## src/rtl/song_time_display.sv

```systemverilog
// Elapsed-seconds to M:SS BCD converter with a 4-slot multiplexed
// active-low 7-segment driver.
//
// Ports:
//   clk, reset      - system clock, synchronous active-high reset
//   seconds         - elapsed seconds (0-255) from the song timer
//   blank           - 1 darkens all digits; conversion and scan keep running
//   min_bcd         - minutes digit (0-4)
//   sec_tens_bcd    - seconds tens digit (0-5)
//   sec_ones_bcd    - seconds ones digit (0-9)
//   conv_done       - one-cycle pulse on the edge the BCD outputs update
//   seg             - segments {g,f,e,d,c,b,a}, active-low
//   dp              - decimal point, active-low, lit as the M:SS separator
//   an              - digit anodes, active-low, an[0] = rightmost digit
module song_time_display #(
    parameter int unsigned SCAN_DIV = 27000
) (
    input  logic       clk,
    input  logic       reset,
    input  logic [7:0] seconds,
    input  logic       blank,
    output logic [3:0] min_bcd,
    output logic [3:0] sec_tens_bcd,
    output logic [3:0] sec_ones_bcd,
    output logic       conv_done,
    output logic [6:0] seg,
    output logic       dp,
    output logic [3:0] an
);

    localparam logic [1:0] S_IDLE  = 2'd0;
    localparam logic [1:0] S_DIV60 = 2'd1;
    localparam logic [1:0] S_DIV10 = 2'd2;
    localparam logic [1:0] S_LOAD  = 2'd3;

    localparam logic [19:0] SCAN_LAST = 20'(SCAN_DIV - 1);

    logic [1:0]  state_q, state_d;
    logic [7:0]  rem_q, rem_d;
    logic [2:0]  m_q, m_d;
    logic [2:0]  t_q, t_d;
    logic [7:0]  last_q, last_d;
    logic [3:0]  min_q, min_d;
    logic [3:0]  tens_q, tens_d;
    logic [3:0]  ones_q, ones_d;
    logic        done_q, done_d;

    logic [19:0] cnt_q, cnt_d;
    logic [1:0]  idx_q, idx_d;
    logic [3:0]  an_q, an_d;
    logic [6:0]  seg_q, seg_d;
    logic        dp_q, dp_d;
    logic [3:0]  digit;

    function automatic logic [6:0] seg7(input logic [3:0] d);
        logic [6:0] s;
        case (d)
            4'd0:    s = 7'b1000000;
            4'd1:    s = 7'b1111001;
            4'd2:    s = 7'b0100100;
            4'd3:    s = 7'b0110000;
            4'd4:    s = 7'b0011001;
            4'd5:    s = 7'b0010010;
            4'd6:    s = 7'b0000010;
            4'd7:    s = 7'b1111000;
            4'd8:    s = 7'b0000000;
            4'd9:    s = 7'b0010000;
            default: s = 7'h7F;
        endcase
        return s;
    endfunction

    // Repeated-subtraction divider: minutes by 60, then tens by 10.
    always_comb begin
        state_d = state_q;
        rem_d   = rem_q;
        m_d     = m_q;
        t_d     = t_q;
        last_d  = last_q;
        min_d   = min_q;
        tens_d  = tens_q;
        ones_d  = ones_q;
        done_d  = 1'b0;
        case (state_q)
            S_IDLE: begin
                if (seconds != last_q) begin
                    rem_d   = seconds;
                    m_d     = 3'd0;
                    last_d  = seconds;
                    state_d = S_DIV60;
                end
            end
            S_DIV60: begin
                if (rem_q >= 8'd60) begin
                    rem_d = rem_q - 8'd60;
                    m_d   = m_q + 3'd1;
                end else begin
                    t_d     = 3'd0;
                    state_d = S_DIV10;
                end
            end
            S_DIV10: begin
                if (rem_q >= 8'd10) begin
                    rem_d = rem_q - 8'd10;
                    t_d   = t_q + 3'd1;
                end else begin
                    state_d = S_LOAD;
                end
            end
            default: begin
                min_d   = {1'b0, m_q};
                tens_d  = {1'b0, t_q};
                ones_d  = rem_q[3:0];
                done_d  = 1'b1;
                state_d = S_IDLE;
            end
        endcase
    end

    // Display registers are loaded from the next index so they switch
    // on the same edge the index advances.
    always_comb begin
        cnt_d = cnt_q + 20'd1;
        idx_d = idx_q;
        if (cnt_q == SCAN_LAST) begin
            cnt_d = '0;
            idx_d = idx_q + 2'd1;
        end
        digit = ones_q;
        an_d  = 4'b1111;
        dp_d  = 1'b1;
        seg_d = 7'h7F;
        case (idx_d)
            2'd0: begin
                an_d  = 4'b1110;
                digit = ones_q;
            end
            2'd1: begin
                an_d  = 4'b1101;
                digit = tens_q;
            end
            2'd2: begin
                an_d  = 4'b1011;
                digit = min_q;
                dp_d  = 1'b0;
            end
            default: ;
        endcase
        if (idx_d != 2'd3) begin
            seg_d = seg7(digit);
        end
        if (blank) begin
            an_d  = 4'b1111;
            seg_d = 7'h7F;
            dp_d  = 1'b1;
        end
    end

    always_ff @(posedge clk) begin
        if (reset) begin
            state_q <= S_IDLE;
            rem_q   <= '0;
            m_q     <= '0;
            t_q     <= '0;
            last_q  <= '0;
            min_q   <= '0;
            tens_q  <= '0;
            ones_q  <= '0;
            done_q  <= 1'b0;
            cnt_q   <= '0;
            idx_q   <= '0;
            an_q    <= 4'b1111;
            seg_q   <= 7'h7F;
            dp_q    <= 1'b1;
        end else begin
            state_q <= state_d;
            rem_q   <= rem_d;
            m_q     <= m_d;
            t_q     <= t_d;
            last_q  <= last_d;
            min_q   <= min_d;
            tens_q  <= tens_d;
            ones_q  <= ones_d;
            done_q  <= done_d;
            cnt_q   <= cnt_d;
            idx_q   <= idx_d;
            an_q    <= an_d;
            seg_q   <= seg_d;
            dp_q    <= dp_d;
        end
    end

    assign min_bcd      = min_q;
    assign sec_tens_bcd = tens_q;
    assign sec_ones_bcd = ones_q;
    assign conv_done    = done_q;
    assign seg          = seg_q;
    assign dp           = dp_q;
    assign an           = an_q;

endmodule

```

## config.mk

```make
export PLATFORM = sky130hd
export DESIGN_NAME = song_time_display
export DESIGN_NICKNAME = d
export VERILOG_FILES = /design/src/rtl/song_time_display.sv
export SDC_FILE = /design/constraint.sdc
export NUM_CORES = 1
export LEC_CHECK = 0
export ABC_AREA = 1
export BUFFER_PORTS_ARGS = -buffer_cell sky130_fd_sc_hd__buf_2
export CORE_AREA = 2 2 81 83
export DETAILED_ROUTE_END_ITERATION = 10
export DIE_AREA = 0 0 83 85
export PLACE_DENSITY = 0.86
export SLEW_MARGIN = 20
export SYNTH_ARGS = -nofsm -noshare
export SYNTH_HDL_FRONTEND = slang
export SYNTH_SLANG_ARGS = --single-unit
```

## constraint.sdc

```tcl
create_clock -name clk -period 3.2 [get_ports clk]
set_clock_uncertainty 0.15 [all_clocks]
set_input_delay 0 -clock clk [delete_from_list [all_inputs] [get_ports clk]]
set_output_delay 0 -clock clk [all_outputs]
set_load 0.1 [all_outputs]
```

==> summary.md <==
| Metric | Value |
|---|---|
| Status | `finished, final reports clean` |
| Cells after DPL | `592` |
| Pin count of the biggest net entering global routing | `28` |
| Placement Setup Slack | `0.208 ns` |
| Commonest non-fill, non-tap cell in the layout | `nand2_1` |
| Root Driver | `clkbuf_8` |
| Final Net Count | `567` |
| Initial antenna violation count | `0` |
| Core Util, Final | `0.672` |
| Share of layout cells above drive strength 1 | `0.151` |
| Switching share of power | `0.439` |
| Antenna Nets Post-Route | `0` |
| DIE WIDTH | `83 um` |
| Die Area | `7060 um^2` |
| ANT cells | `0` |
| Port-buffer cells | `32` |
| Detailed Route Iter0 Violations | `182` |
| Wl on met1 | `3600 um` |
| Crit path max fanout | `10` |
| TritonCTS clock tree | `done` |
| Routed wire length | `8180 um` |
| Final period util | `0.920` |
| Layout fillers | `471` |
| Sequential share of the synthesized area | `0.374` |
| Htree depth | `3` |
| CP Capture Type | `flip-flop` |
| First-pass GRT wire length | `13500 um` |
| Dpl hpwl | `5440 um` |
| Pleak | `1.87 nW` |
| Max-Cap Viols | `0` |
| Synth Flop Type | `dfxtp_1` |
| Power Density | `829 nW/um^2` |
| R2R depth | `13` |
| Combinational power share | `0.426` |
| Vias | `3341` |
| CTS max path bufs | `2` |
| Clock buffers created by TritonCTS | `9` |
| Mapped Area | `3590 um^2` |
| Layout Area Growth over Synthesis | `16.2%` |
| Met3 WL | `524 um` |
| Die height | `85 um` |
| Max stage delay cell, worst path | `dfxtp_1` |
| Vias/cell | `5.39` |
| Final Setup Violations | `0` |
| Final hold vios | `0` |
| Cell mode on critical path | `inv_1` |
| Post-synth EDFFs | `0` |
| Worst EP arrival | `3.01 ns` |
| Clk sinks | `67` |
| Final WS setup | `0.256 ns` |
| Total power | `3.46 mW` |
| Per-cell routed wire length | `13.2 um` |
| CP required | `3.27 ns` |
| Clk slew on worst S/H paths | `0.08 ns` |
| Async SR Flop Fraction | `0` |
| Synth cell types | `43` |
| GP Congestion | `0.882` |
| Setup crit start kind | `flip-flop` |
| Crit Path Class | `reg2reg` |
| Avg Inst Size Synth | `7.22 um^2` |
| Most frequent cells in the layout | `nand2_1 (108), dfxtp_1 (66), nor2_1 (59)` |
| GR Util All Layers | `0.233` |
| Initial Util | `0.578` |
| Cells after Synth | `497` |
| I/O pin count | `36` |
| Slowest stage delay, CP | `0.35 ns` |
| Vias in the first global route | `3067` |
| FF+latch count, synth | `67` |
| RSZ-0062 raised after global routing | `no` |
| Warnings from Yosys | `0` |
| Clock period minus worst slack | `2.94 ns` |
| VDD IR max | `0.530 mV` |
| Design area | `4170 um^2` |
| Slew HR | `0.648` |
| Final setup TNS | `0 ns` |
| Switch Pwr | `1.52 mW` |
| Internal | `1.94 mW` |
| Global route overflow | `0` |
| TritonRoute pass-1 iters | `5` |
| Hold_ws | `0.276 ns` |
| Achievable frequency | `340 MHz` |
| Area post-placement | `3770 um^2` |
| Worst hold stages | `4` |
| Cells along the critical path | `ha_2, nand3_1, nor4_4, nand3_4, xnor2_4, inv_2, ha_4, inv_1, o21ai_2, nand2_1, inv_1, o21a_1, o21ai_0` |
| Core area | `6200 um^2` |
| Drt drc | `0` |
| Top routing layer used | `met4` |
| Tightest Pin Transition | `0.528 ns` |
| Min-delay worst type | `in2reg` |
| Met2 WL | `3840 um` |
| Clock latency on the worst-skew pair | `0.34 ns` |
| Rows | `29` |
| Slew Viols, Final | `0` |
| Reg power frac | `0.321` |
| Clock network fraction of total power | `0.254` |
| Layout Cells excl Fill | `620` |
## power by group through the flow
stage / clock, mW / sequential, mW / combinational (mW)
3_5_place_dp: 0 / 1.12 / 1.41
3_3_place_gp: 0 / 1.11 / 1.36
5_1_grt: 0.927 / 1.12 / 1.63
4_1_cts: 0.886 / 1.10 / 1.44
2_1_floorplan: 0 / 1.36 / 0.903
6_report: 0.877 / 1.11 / 1.47
## routing by layer
metal | up-vias | global-route usage
met5 | - | 0
met4 | 0 | 0.112
met3 | 27 | 0.0457
met2 | 135 | 0.399
met1 | 1500 | 0.282
li1 | 1679 | -
## path summary, 6_finish.rpt
check                       from             endpoint  slack (ns)
max reg2reg  cnt_q[1]$_SDFF_PP0_    seg[1]$_SDFF_PP1_        0.26
min                        blank     an[1]$_SDFF_PP1_        0.28
max          cnt_q[1]$_SDFF_PP0_    seg[1]$_SDFF_PP1_        0.26
min reg2reg  cnt_q[0]$_SDFF_PP0_  cnt_q[0]$_SDFF_PP0_        0.28
## final cells by class
type,instances,area [um^2],share of cell area
clock buffers,10,138,0.0330
clock inverters,6,113,0.0270
inverters,56,210,0.0504
multi-input cells,359,1990,0.477
flip-flops and latches,67,1340,0.322
well taps,77,96.3,0.0231
repair buffers,45,283,0.0678
## timing repair
action / CTS / global route
hold buffers: 10 / 0
setup endpoints to repair: 0 / 4
hold endpoints to repair: 33 / 0
gates resized for setup: 0 / 7
buffers inserted: 0 / 2
## sequential cells by signal, indices dropped and copies added (netlist names), 3 cells and up
register and flops:
cnt_q 20, last_q 8, rem_q 8, seg 7, sec_ones_bcd 4, m_q 3
min_bcd 3, sec_tens_bcd 3, t_q 3
## critical path, delay by kind of cell (launching register included)
family / cells / cell delay (ns)
AO/OA/AOI/OAI: 3 / 0.66
XOR/XNOR: 1 / 0.21
adder cells (fa/ha/maj): 2 / 0.47
buffers and inverters: 3 / 0.27
flip-flops: 1 / 0.35
AND/OR/NAND/NOR: 4 / 0.71
## cell usage after synthesis, types with 4 or more instances
cell	instances	share of area
nand2_1	109	0.11
dfxtp_1	67	0.37
nor2_1	59	0.062
inv_1	53	0.055
o21ai_0	42	0.059
a21oi_1	29	0.040
nand3_1	28	0.039
ha_1	18	0.063
xnor2_1	10	0.024
clkbuf_1	8	0.0084
nand4_1	8	0.014
o211ai_1	6	0.013
nor3_1	5	0.0070
xor2_1	5	0.012
buf_4	4	0.0084
nand2_2	4	0.0070
nor2_2	4	0.0070
nor2_4	4	0.013
## kinds of logic after synthesis
group | synth area share
compound gates | 0.129
xor+xnor | 0.0411
fa+ha+maj | 0.0628
buf+inv | 0.0823
flops | 0.374
other cells | 0.00209
simple gates | 0.309
Note: power is estimated with default switching activity, not from simulation.
